`config.mk`:
```
export PLATFORM = sky130hd
export DESIGN_NAME = dmi_abscmd_seq_flat
export DESIGN_NICKNAME = d
export VERILOG_FILES = /design/src/rtl/dmi_abscmd_seq_if.sv /design/src/rtl/dmi_abscmd_seq.sv /design/src/flat_wrapper.sv
export SDC_FILE = /design/constraint.sdc
export NUM_CORES = 1
export LEC_CHECK = 0
export ABC_AREA = 1
export ABC_CLOCK_PERIOD_IN_PS = 2270
export CAP_MARGIN = 10
export CELL_PAD_IN_SITES_DETAIL_PLACEMENT = 1
export CELL_PAD_IN_SITES_GLOBAL_PLACEMENT = 2
export CORE_MARGIN = 5
export CORE_UTILIZATION = 23
export CTS_CLUSTER_DIAMETER = 60
export DETAILED_ROUTE_END_ITERATION = 6
export PLACE_DENSITY_LB_ADDON = 0.1
export SLEW_MARGIN = 20
export SYNTH_ARGS = -nofsm -noshare
export SYNTH_HDL_FRONTEND = slang
export SYNTH_SLANG_ARGS = --single-unit
```
`constraint.sdc`:
```
create_clock -name i_clk -period 2.27 [get_ports i_clk]
set_input_delay 0.5675 -clock i_clk [delete_from_list [all_inputs] [get_ports i_clk]]
set_output_delay 0.5675 -clock i_clk [all_outputs]
set_load 0.01 [all_outputs]
```
`src/rtl/dmi_abscmd_seq_if.sv`:
```
// rtl/dmi_abscmd_seq_if.sv - DPort request/response bundle between the abstract-command sequencer and ic_dport
interface dmi_abscmd_seq_if #(
    parameter int DPORT_REQ_TOTAL = 5,
    parameter int RISCV_ARCH      = 64
);
    logic                       o_dport_req_valid;
    logic [DPORT_REQ_TOTAL-1:0] o_dport_req_type;
    logic [RISCV_ARCH-1:0]      o_dport_addr;
    logic [RISCV_ARCH-1:0]      o_dport_wdata;
    logic [2:0]                 o_dport_size;
    logic                       i_dport_req_ready;
    logic                       o_dport_resp_ready;
    logic                       i_dport_resp_valid;
    logic                       i_dport_resp_error;
    logic [RISCV_ARCH-1:0]      i_dport_rdata;

    modport master (
        output o_dport_req_valid, o_dport_req_type, o_dport_addr, o_dport_wdata, o_dport_size,
        output o_dport_resp_ready,
        input  i_dport_req_ready, i_dport_resp_valid, i_dport_resp_error, i_dport_rdata
    );

    modport slave (
        input  o_dport_req_valid, o_dport_req_type, o_dport_addr, o_dport_wdata, o_dport_size,
        input  o_dport_resp_ready,
        output i_dport_req_ready, i_dport_resp_valid, i_dport_resp_error, i_dport_rdata
    );
endinterface

```
`src/rtl/dmi_abscmd_seq.sv`:
```
// rtl/dmi_abscmd_seq.sv - Access Register abstract command to DPort request sequencer
module dmi_abscmd_seq #(
    parameter int TIMEOUT_CYCLES = 1024
) (
    input  logic        i_clk,
    input  logic        i_nrst,
    input  logic        i_cmd_valid,
    input  logic [7:0]  i_cmdtype,
    input  logic [23:0] i_control,
    input  logic [63:0] i_wdata,
    input  logic        i_halted,
    input  logic [2:0]  i_cmderr_clr,
    output logic        o_busy,
    output logic [2:0]  o_cmderr,
    output logic        o_rdata_valid,
    output logic [63:0] o_rdata,
    dmi_abscmd_seq_if.master dport
);
    localparam int REQ_TOTAL = 5;
    localparam int ARCH      = 64;
    localparam int TW        = $clog2(TIMEOUT_CYCLES);
    localparam logic [TW-1:0] TMO_LAST = TW'(TIMEOUT_CYCLES - 1);

    localparam logic [REQ_TOTAL-1:0] REQ_WRITE    = 5'b00001;
    localparam logic [REQ_TOTAL-1:0] REQ_REGACC   = 5'b00010;
    localparam logic [REQ_TOTAL-1:0] REQ_PROGEXEC = 5'b10000;

    localparam logic [2:0] ST_IDLE      = 3'd0;
    localparam logic [2:0] ST_REG_REQ   = 3'd1;
    localparam logic [2:0] ST_REG_RESP  = 3'd2;
    localparam logic [2:0] ST_EXEC_REQ  = 3'd3;
    localparam logic [2:0] ST_EXEC_RESP = 3'd4;

    logic [2:0]    state_q, state_d;
    logic [2:0]    cmderr_q, cmderr_d;
    logic [15:0]   regno_q, regno_d;
    logic [2:0]    size_q, size_d;
    logic          postexec_q, postexec_d;
    logic          write_q, write_d;
    logic [63:0]   wdata_q, wdata_d;
    logic [63:0]   rdata_q, rdata_d;
    logic          rdata_valid_q, rdata_valid_d;
    logic [TW-1:0] timer_q, timer_d;

    logic                 req_valid;
    logic [REQ_TOTAL-1:0] req_type;
    logic [ARCH-1:0]      req_addr;
    logic [ARCH-1:0]      req_wdata;
    logic [2:0]           req_size;
    logic                 resp_ready;
    logic                 timeout;
    logic [2:0]           cmd_size;
    logic                 unused_ctl;

    assign cmd_size   = i_control[22:20];
    assign timeout    = (timer_q == TMO_LAST);
    assign unused_ctl = ^{i_control[23], i_control[19]};

    always_comb begin
        state_d       = state_q;
        cmderr_d      = cmderr_q & ~i_cmderr_clr;
        regno_d       = regno_q;
        size_d        = size_q;
        postexec_d    = postexec_q;
        write_d       = write_q;
        wdata_d       = wdata_q;
        rdata_d       = rdata_q;
        rdata_valid_d = 1'b0;
        timer_d       = '0;
        req_valid     = 1'b0;
        req_type      = '0;
        req_addr      = '0;
        req_wdata     = '0;
        req_size      = 3'd0;
        resp_ready    = 1'b0;

        // A command arriving mid-sequence is dropped; an FSM error below overrides this
        if (i_cmd_valid && (state_q != ST_IDLE) && (cmderr_q == 3'd0)) begin
            cmderr_d = 3'd1;
        end

        case (state_q)
            ST_IDLE: begin
                if (i_cmd_valid && (cmderr_q == 3'd0)) begin
                    regno_d    = i_control[15:0];
                    size_d     = cmd_size;
                    postexec_d = i_control[18];
                    write_d    = i_control[16];
                    wdata_d    = (cmd_size == 3'd2) ? {32'h0, i_wdata[31:0]} : i_wdata;
                    if (i_cmdtype != 8'd0) begin
                        cmderr_d = 3'd2;
                    end else if (i_control[17] && (cmd_size != 3'd2) && (cmd_size != 3'd3)) begin
                        cmderr_d = 3'd2;
                    end else if (!i_halted) begin
                        cmderr_d = 3'd4;
                    end else if (i_control[17]) begin
                        state_d = ST_REG_REQ;
                    end else if (i_control[18]) begin
                        state_d = ST_EXEC_REQ;
                    end
                end
            end
            ST_REG_REQ: begin
                req_valid = !timeout;
                req_type  = write_q ? (REQ_REGACC | REQ_WRITE) : REQ_REGACC;
                req_addr  = ARCH'(regno_q);
                req_wdata = wdata_q;
                req_size  = size_q;
                if (timeout) begin
                    cmderr_d = 3'd7;
                    state_d  = ST_IDLE;
                end else if (dport.i_dport_req_ready) begin
                    state_d = ST_REG_RESP;
                end else begin
                    timer_d = timer_q + TW'(1);
                end
            end
            ST_REG_RESP: begin
                resp_ready = 1'b1;
                if (dport.i_dport_resp_valid) begin
                    if (dport.i_dport_resp_error) begin
                        cmderr_d = 3'd3;
                        state_d  = ST_IDLE;
                    end else begin
                        if (!write_q) begin
                            rdata_d = (size_q == 3'd2) ? {32'h0, dport.i_dport_rdata[31:0]}
                                                       : dport.i_dport_rdata;
                            rdata_valid_d = 1'b1;
                        end
                        state_d = postexec_q ? ST_EXEC_REQ : ST_IDLE;
                    end
                end
            end
            ST_EXEC_REQ: begin
                req_valid = !timeout;
                req_type  = REQ_PROGEXEC;
                if (timeout) begin
                    cmderr_d = 3'd7;
                    state_d  = ST_IDLE;
                end else if (dport.i_dport_req_ready) begin
                    state_d = ST_EXEC_RESP;
                end else begin
                    timer_d = timer_q + TW'(1);
                end
            end
            ST_EXEC_RESP: begin
                resp_ready = 1'b1;
                if (dport.i_dport_resp_valid) begin
                    if (dport.i_dport_resp_error) begin
                        cmderr_d = 3'd3;
                    end
                    state_d = ST_IDLE;
                end
            end
            default: state_d = ST_IDLE;
        endcase
    end

    always_ff @(posedge i_clk or negedge i_nrst) begin
        if (!i_nrst) begin
            state_q       <= ST_IDLE;
            cmderr_q      <= 3'd0;
            regno_q       <= 16'd0;
            size_q        <= 3'd0;
            postexec_q    <= 1'b0;
            write_q       <= 1'b0;
            wdata_q       <= 64'd0;
            rdata_q       <= 64'd0;
            rdata_valid_q <= 1'b0;
            timer_q       <= '0;
        end else begin
            state_q       <= state_d;
            cmderr_q      <= cmderr_d;
            regno_q       <= regno_d;
            size_q        <= size_d;
            postexec_q    <= postexec_d;
            write_q       <= write_d;
            wdata_q       <= wdata_d;
            rdata_q       <= rdata_d;
            rdata_valid_q <= rdata_valid_d;
            timer_q       <= timer_d;
        end
    end

    assign o_busy        = (state_q != ST_IDLE);
    assign o_cmderr      = cmderr_q;
    assign o_rdata       = rdata_q;
    assign o_rdata_valid = rdata_valid_q;

    assign dport.o_dport_req_valid  = req_valid;
    assign dport.o_dport_req_type   = req_type;
    assign dport.o_dport_addr       = req_addr;
    assign dport.o_dport_wdata      = req_wdata;
    assign dport.o_dport_size       = req_size;
    assign dport.o_dport_resp_ready = resp_ready;
endmodule

```
`src/flat_wrapper.sv`:
```
// flat-port wrapper written by rule: the top's interface ports become plain ports
module dmi_abscmd_seq_flat 
#(
    parameter int TIMEOUT_CYCLES = 1024
)
  (i_clk, i_nrst, i_cmd_valid, i_cmdtype, i_control, i_wdata, i_halted, i_cmderr_clr, o_busy, o_cmderr, o_rdata_valid, o_rdata, dport_o_dport_req_valid, dport_o_dport_req_type, dport_o_dport_addr, dport_o_dport_wdata, dport_o_dport_size, dport_o_dport_resp_ready, dport_i_dport_req_ready, dport_i_dport_resp_valid, dport_i_dport_resp_error, dport_i_dport_rdata);
  dmi_abscmd_seq_if dport_i ();
  input  logic i_clk;
  input  logic i_nrst;
  input  logic i_cmd_valid;
  input  logic [7:0] i_cmdtype;
  input  logic [23:0] i_control;
  input  logic [63:0] i_wdata;
  input  logic i_halted;
  input  logic [2:0] i_cmderr_clr;
  output logic o_busy;
  output logic [2:0] o_cmderr;
  output logic o_rdata_valid;
  output logic [63:0] o_rdata;
  output wire logic [$bits(dport_i.o_dport_req_valid)-1:0] dport_o_dport_req_valid;
  output wire logic [$bits(dport_i.o_dport_req_type)-1:0] dport_o_dport_req_type;
  output wire logic [$bits(dport_i.o_dport_addr)-1:0] dport_o_dport_addr;
  output wire logic [$bits(dport_i.o_dport_wdata)-1:0] dport_o_dport_wdata;
  output wire logic [$bits(dport_i.o_dport_size)-1:0] dport_o_dport_size;
  output wire logic [$bits(dport_i.o_dport_resp_ready)-1:0] dport_o_dport_resp_ready;
  input wire logic [$bits(dport_i.i_dport_req_ready)-1:0] dport_i_dport_req_ready;
  input wire logic [$bits(dport_i.i_dport_resp_valid)-1:0] dport_i_dport_resp_valid;
  input wire logic [$bits(dport_i.i_dport_resp_error)-1:0] dport_i_dport_resp_error;
  input wire logic [$bits(dport_i.i_dport_rdata)-1:0] dport_i_dport_rdata;
  assign dport_o_dport_req_valid = dport_i.o_dport_req_valid;
  assign dport_o_dport_req_type = dport_i.o_dport_req_type;
  assign dport_o_dport_addr = dport_i.o_dport_addr;
  assign dport_o_dport_wdata = dport_i.o_dport_wdata;
  assign dport_o_dport_size = dport_i.o_dport_size;
  assign dport_o_dport_resp_ready = dport_i.o_dport_resp_ready;
  assign dport_i.i_dport_req_ready = dport_i_dport_req_ready;
  assign dport_i.i_dport_resp_valid = dport_i_dport_resp_valid;
  assign dport_i.i_dport_resp_error = dport_i_dport_resp_error;
  assign dport_i.i_dport_rdata = dport_i_dport_rdata;
  dmi_abscmd_seq #(.TIMEOUT_CYCLES(TIMEOUT_CYCLES)) u_core (.i_clk(i_clk), .i_nrst(i_nrst), .i_cmd_valid(i_cmd_valid), .i_cmdtype(i_cmdtype), .i_control(i_control), .i_wdata(i_wdata), .i_halted(i_halted), .i_cmderr_clr(i_cmderr_clr), .o_busy(o_busy), .o_cmderr(o_cmderr), .o_rdata_valid(o_rdata_valid), .o_rdata(o_rdata), .dport(dport_i));
endmodule
```
==> run_summary.xml <==
<?xml version="1.0" encoding="UTF-8"?>
<metrics>
  <group name="grt">
    <metric name="grt_start_max_net_pins" unit="">47</metric>
    <metric name="gr_usage_total" unit="%">15.6</metric>
    <metric name="gr-total-overflow" unit="">0</metric>
    <metric name="first_global_vias" unit="">7434</metric>
    <metric name="global_route_wire_length_before_repair" unit="um">44000</metric>
    <metric name="grt_antenna_before_repair" unit="">3</metric>
  </group>
  <group name="clock_tree">
    <metric name="cts_root_buf" unit="">clkbuf_16</metric>
    <metric name="cts.sink_count" unit="">166</metric>
    <metric name="clock_latency" unit="ns">0.44</metric>
    <metric name="worst_setup_hold_path_clk_slew" unit="ns">0.07</metric>
    <metric name="number_of_buffers_inserted_during_clock_tree_synthesis" unit="">17</metric>
    <metric name="cts_max_path_buffers" unit="">2</metric>
    <metric name="cts_tree" unit="">done</metric>
    <metric name="cts-htree-levels" unit="">4</metric>
  </group>
  <group name="final_layout">
    <metric name="drive_above_1_share" unit="%">21.2</metric>
    <metric name="post-route-cell-area" unit="um^2">12600</metric>
    <metric name="post-route-util" unit="%">38.7</metric>
    <metric name="nets" unit="">1444</metric>
    <metric name="area_delta_synth_final" unit="%">66.8</metric>
  </group>
  <group name="sta">
    <metric name="setup_slack_after_layout" unit="ns">-0.0431</metric>
    <metric name="timing.final.max_slew_violations" unit="">0</metric>
    <metric name="fmax" unit="MHz">432</metric>
    <metric name="finalClockSkew" unit="ns">0.00985</metric>
    <metric name="setup_viol" unit="">14</metric>
    <metric name="hold_viol_final" unit="">0</metric>
    <metric name="fin_crit_sh" unit="%">102</metric>
    <metric name="hold_ws" unit="ns">0.0404</metric>
    <metric name="fin_crit" unit="ns">2.31</metric>
    <metric name="unrepaired_setup_endpoints_after_global_routing" unit="">yes</metric>
  </group>
  <group name="placed_design">
    <metric name="placement.setup.worst_slack" unit="ns">-0.0810</metric>
    <metric name="postPlaceCellArea" unit="um^2">11300</metric>
    <metric name="post-dp-hpwl" unit="um">20400</metric>
    <metric name="gp_congestion" unit="">0.728</metric>
    <metric name="portBuffers" unit="">324</metric>
  </group>
  <group name="yosys">
    <metric name="synth_seq_cells" unit="">166</metric>
    <metric name="distinct_cell_type_count_after_synthesis" unit="">31</metric>
    <metric name="netlist.top_cell.by_area" unit="">dfrtp_1</metric>
    <metric name="synth_cells" unit="">917</metric>
    <metric name="netlist.area_leader.share" unit="%">55.2</metric>
    <metric name="asyncSetResetFlopFracSynth" unit="%">100</metric>
    <metric name="synth-seq-area-share" unit="%">55.2</metric>
    <metric name="post_synth_top_flop" unit="">dfrtp_1</metric>
    <metric name="count_of_synthesis_stage_warnings_from_yosys" unit="">0</metric>
    <metric name="netlist_top_cells_area" unit="">dfrtp_1, nand2_1, buf_4</metric>
    <metric name="synth_area" unit="um^2">7530</metric>
    <metric name="post_synth.cell_area_avg" unit="um^2">8.21</metric>
    <metric name="synth-edff-count" unit="">0</metric>
  </group>
  <group name="detailed_routing">
    <metric name="drcViolationCount" unit="">0</metric>
    <metric name="via_per_inst" unit="">4.07</metric>
    <metric name="detailroute.via_count" unit="">7040</metric>
    <metric name="postRouteWirelength" unit="um">28600</metric>
    <metric name="routed_wire_length_per_instance" unit="um">16.5</metric>
    <metric name="drt-pass1-iter-count" unit="">4</metric>
    <metric name="drt_first_iter_violations" unit="">249</metric>
    <metric name="ant_nets" unit="">0</metric>
  </group>
  <group name="critical_path">
    <metric name="crit_arrival" unit="ns">1.75</metric>
    <metric name="critical_path.reg2reg.startpoint" unit="">u_core.timer_q[0]$_DFF_PN0_</metric>
    <metric name="critPathMaxFanout" unit="">7</metric>
    <metric name="startpoint" unit="">u_core.state_q[2]$_DFFE_PN0P_</metric>
    <metric name="setup.worst_path.start_class" unit="">register</metric>
    <metric name="setup.worst_path.end_class" unit="">primary output</metric>
    <metric name="critPathRequiredTime" unit="ns">1.70</metric>
    <metric name="setup.worst_path.class" unit="">register to primary output</metric>
  </group>
  <group name="power_and_ir_drop">
    <metric name="leakagePower" unit="nW">5.88</metric>
    <metric name="sw_pwr" unit="mW">5.21</metric>
    <metric name="p_per_area" unit="nW/um^2">1130</metric>
    <metric name="p_int" unit="mW">9.00</metric>
    <metric name="power" unit="mW">14.2</metric>
    <metric name="power_frac_clock" unit="%">22.0</metric>
    <metric name="power.ir.vdd_worst" unit="V">0.000488</metric>
    <metric name="combPwrFrac" unit="%">45.0</metric>
    <metric name="switching_share" unit="%">36.6</metric>
    <metric name="seq_power_share" unit="%">33.0</metric>
  </group>
  <group name="floorplan">
    <metric name="design.portCount" unit="">377</metric>
    <metric name="dieHeight" unit="um">191</metric>
    <metric name="die_area" unit="um^2">36400</metric>
    <metric name="floorplan.initialDensity" unit="%">23.2</metric>
    <metric name="design.core.area" unit="um^2">32500</metric>
    <metric name="die_w" unit="um">191</metric>
    <metric name="floorplan.rows" unit="">66</metric>
  </group>
  <group name="job">
    <metric name="drv.max_cap_violation_count" unit="">0</metric>
  </group>
  <group name="run_status">
    <metric name="outcome" unit="">complete, but fails checks</metric>
    <metric name="violations" unit="">setup timing</metric>
  </group>
  <group name="min_path">
    <metric name="hp-class" unit="">primary input to async pin</metric>
  </group>
</metrics>
==> metrics by stage <==
step / setup TNS [ns] / instances
detailed placement: -0.444 / 1670
floorplan: 0 / 966
finish: -0.358 / 1729
CTS: -3.81 / 1723
global route: -5.18 / 1728
global placement: -0.0967 / 1670
==> flip-flops by register name (all words and copies together), names as in the netlist <==
| name | cells |
|---|---|
| u_core.o_cmderr | 3 |
| u_core.o_rdata | 64 |
| u_core.o_rdata_valid | 1 |
| u_core.postexec_q | 1 |
| u_core.regno_q | 16 |
| u_core.size_q | 3 |
| u_core.state_q | 3 |
| u_core.timer_q | 10 |
| u_core.wdata_q | 64 |
| u_core.write_q | 1 |
==> timing repair <==
item                                    in CTS  in global routing
gates cloned                                 7                  1
setup buffers                               14                  6
gates resized for setup                    418                116
pin swaps                                    4                  6
hold buffers                                 0                  0
endpoints found under the setup margin      89                 98
==> cell usage after synthesis (2+ instances only) <==
cell / number
o21ai_0: 84
nand2_1: 242
nand4_1: 2
nor3_1: 2
nor3b_1: 3
o21ai_1: 4
nand3_1: 76
clkbuf_1: 22
nor2_1: 116
inv_2: 2
a21oi_1: 4
buf_2: 17
xnor2_1: 2
xor2_1: 2
inv_1: 101
buf_4: 58
dfrtp_1: 166
==> layer usage <==
metal  routed length, um  share of wire (%)  vias to the layer above  global-route usage (%)
met2               13000                 45                      243                    24.1
met1               12300                 43                     3339                    20.3
met5                  41               0.14                        -                       0
met4                 249               0.87                        6                    3.51
li1                    -                  -                     3430                       -
met3                3040                 11                       22                    7.10
==> power by group through the flow <==
stage	Combinational, mW	Clock [mW]	Sequential (mW)
2_1_floorplan	2.40	0	4.92
3_3_place_gp	5.61	0	4.72
3_5_place_dp	5.67	0	4.75
4_1_cts	6.03	3.26	4.71
5_1_grt	7.11	3.37	4.83
6_report	6.39	3.12	4.70
==> cell families after synthesis <==
family | count (synthesis) | share of synthesized area (%)
and+or+nand+nor | 449 | 24.5
buffers and inverters | 201 | 13.2
DFF | 166 | 55.2
AOI/OAI and AO/OA | 94 | 6.33
xor gates and xnor gates | 4 | 0.466
adders and majority gates | 1 | 0.166
other | 1 | 0.0498
muxes | 1 | 0.150
==> area by class of cell <==
| type | count | area, um^2 |
|---|---|---|
| fillers | 3799 | 19900 |
| repair buffers | 385 | 3860 |
| repair inverters | 1 | 8.76 |
| well taps | 442 | 553 |
| inverters | 103 | 399 |
| multi-input cells | 599 | 2950 |
| diodes | 1 | 2.50 |
| clock buffers | 19 | 453 |
| flip-flops and latches | 166 | 4150 |
| clock inverters | 13 | 170 |
==> worst max-delay path, stage by stage, from the launching register on <==
cell       delay [ns]
dfrtp_1          0.39
inv_2            0.08
nand2_4          0.05
nor2_4           0.11
buf_12           0.14
inv_12           0.06
bufbuf_16        0.27
nor2_1           0.08
buf_2            0.13
==> worst paths after layout <==
path | slack [ns] | endpoint | cells past startpoint
max | -0.04 | dport_o_dport_wdata[25] | 8
min | 0.04 | u_core.o_rdata[24]$_DFFE_PN0P_ | 1
max reg2reg | 0.23 | u_core.state_q[1]$_DFFE_PN0P_ | 15
min reg2reg | 0.47 | u_core.o_rdata[21]$_DFFE_PN0P_ | 2
max in group asynchronous | 1.56 | u_core.regno_q[15]$_DFFE_PN0P_ | 2
min in group i_clk | 0.47 | u_core.o_rdata[21]$_DFFE_PN0P_ | 2
==> cells in the final DEF (no fill, tap or decap), types with 3 or more instances in the layout <==
cell type,count
clkdlybuf4s50_1,234
o21ai_0,84
nor3b_1,3
buf_12,18
nand2_2,3
buf_6,36
buf_2,48
dfrtp_1,166
inv_1,99
nand3_1,74
nor2_2,41
buf_16,5
inv_2,3
buf_4,38
a21oi_1,4
bufinv_16,3
inv_6,4
nor2_1,41
conb_1,50
o21ai_1,4
clkinvlp_4,6
clkbuf_16,18
nor2_4,36
nand2_1,239
No activity file was read; power rests on OpenSTA's default activity.
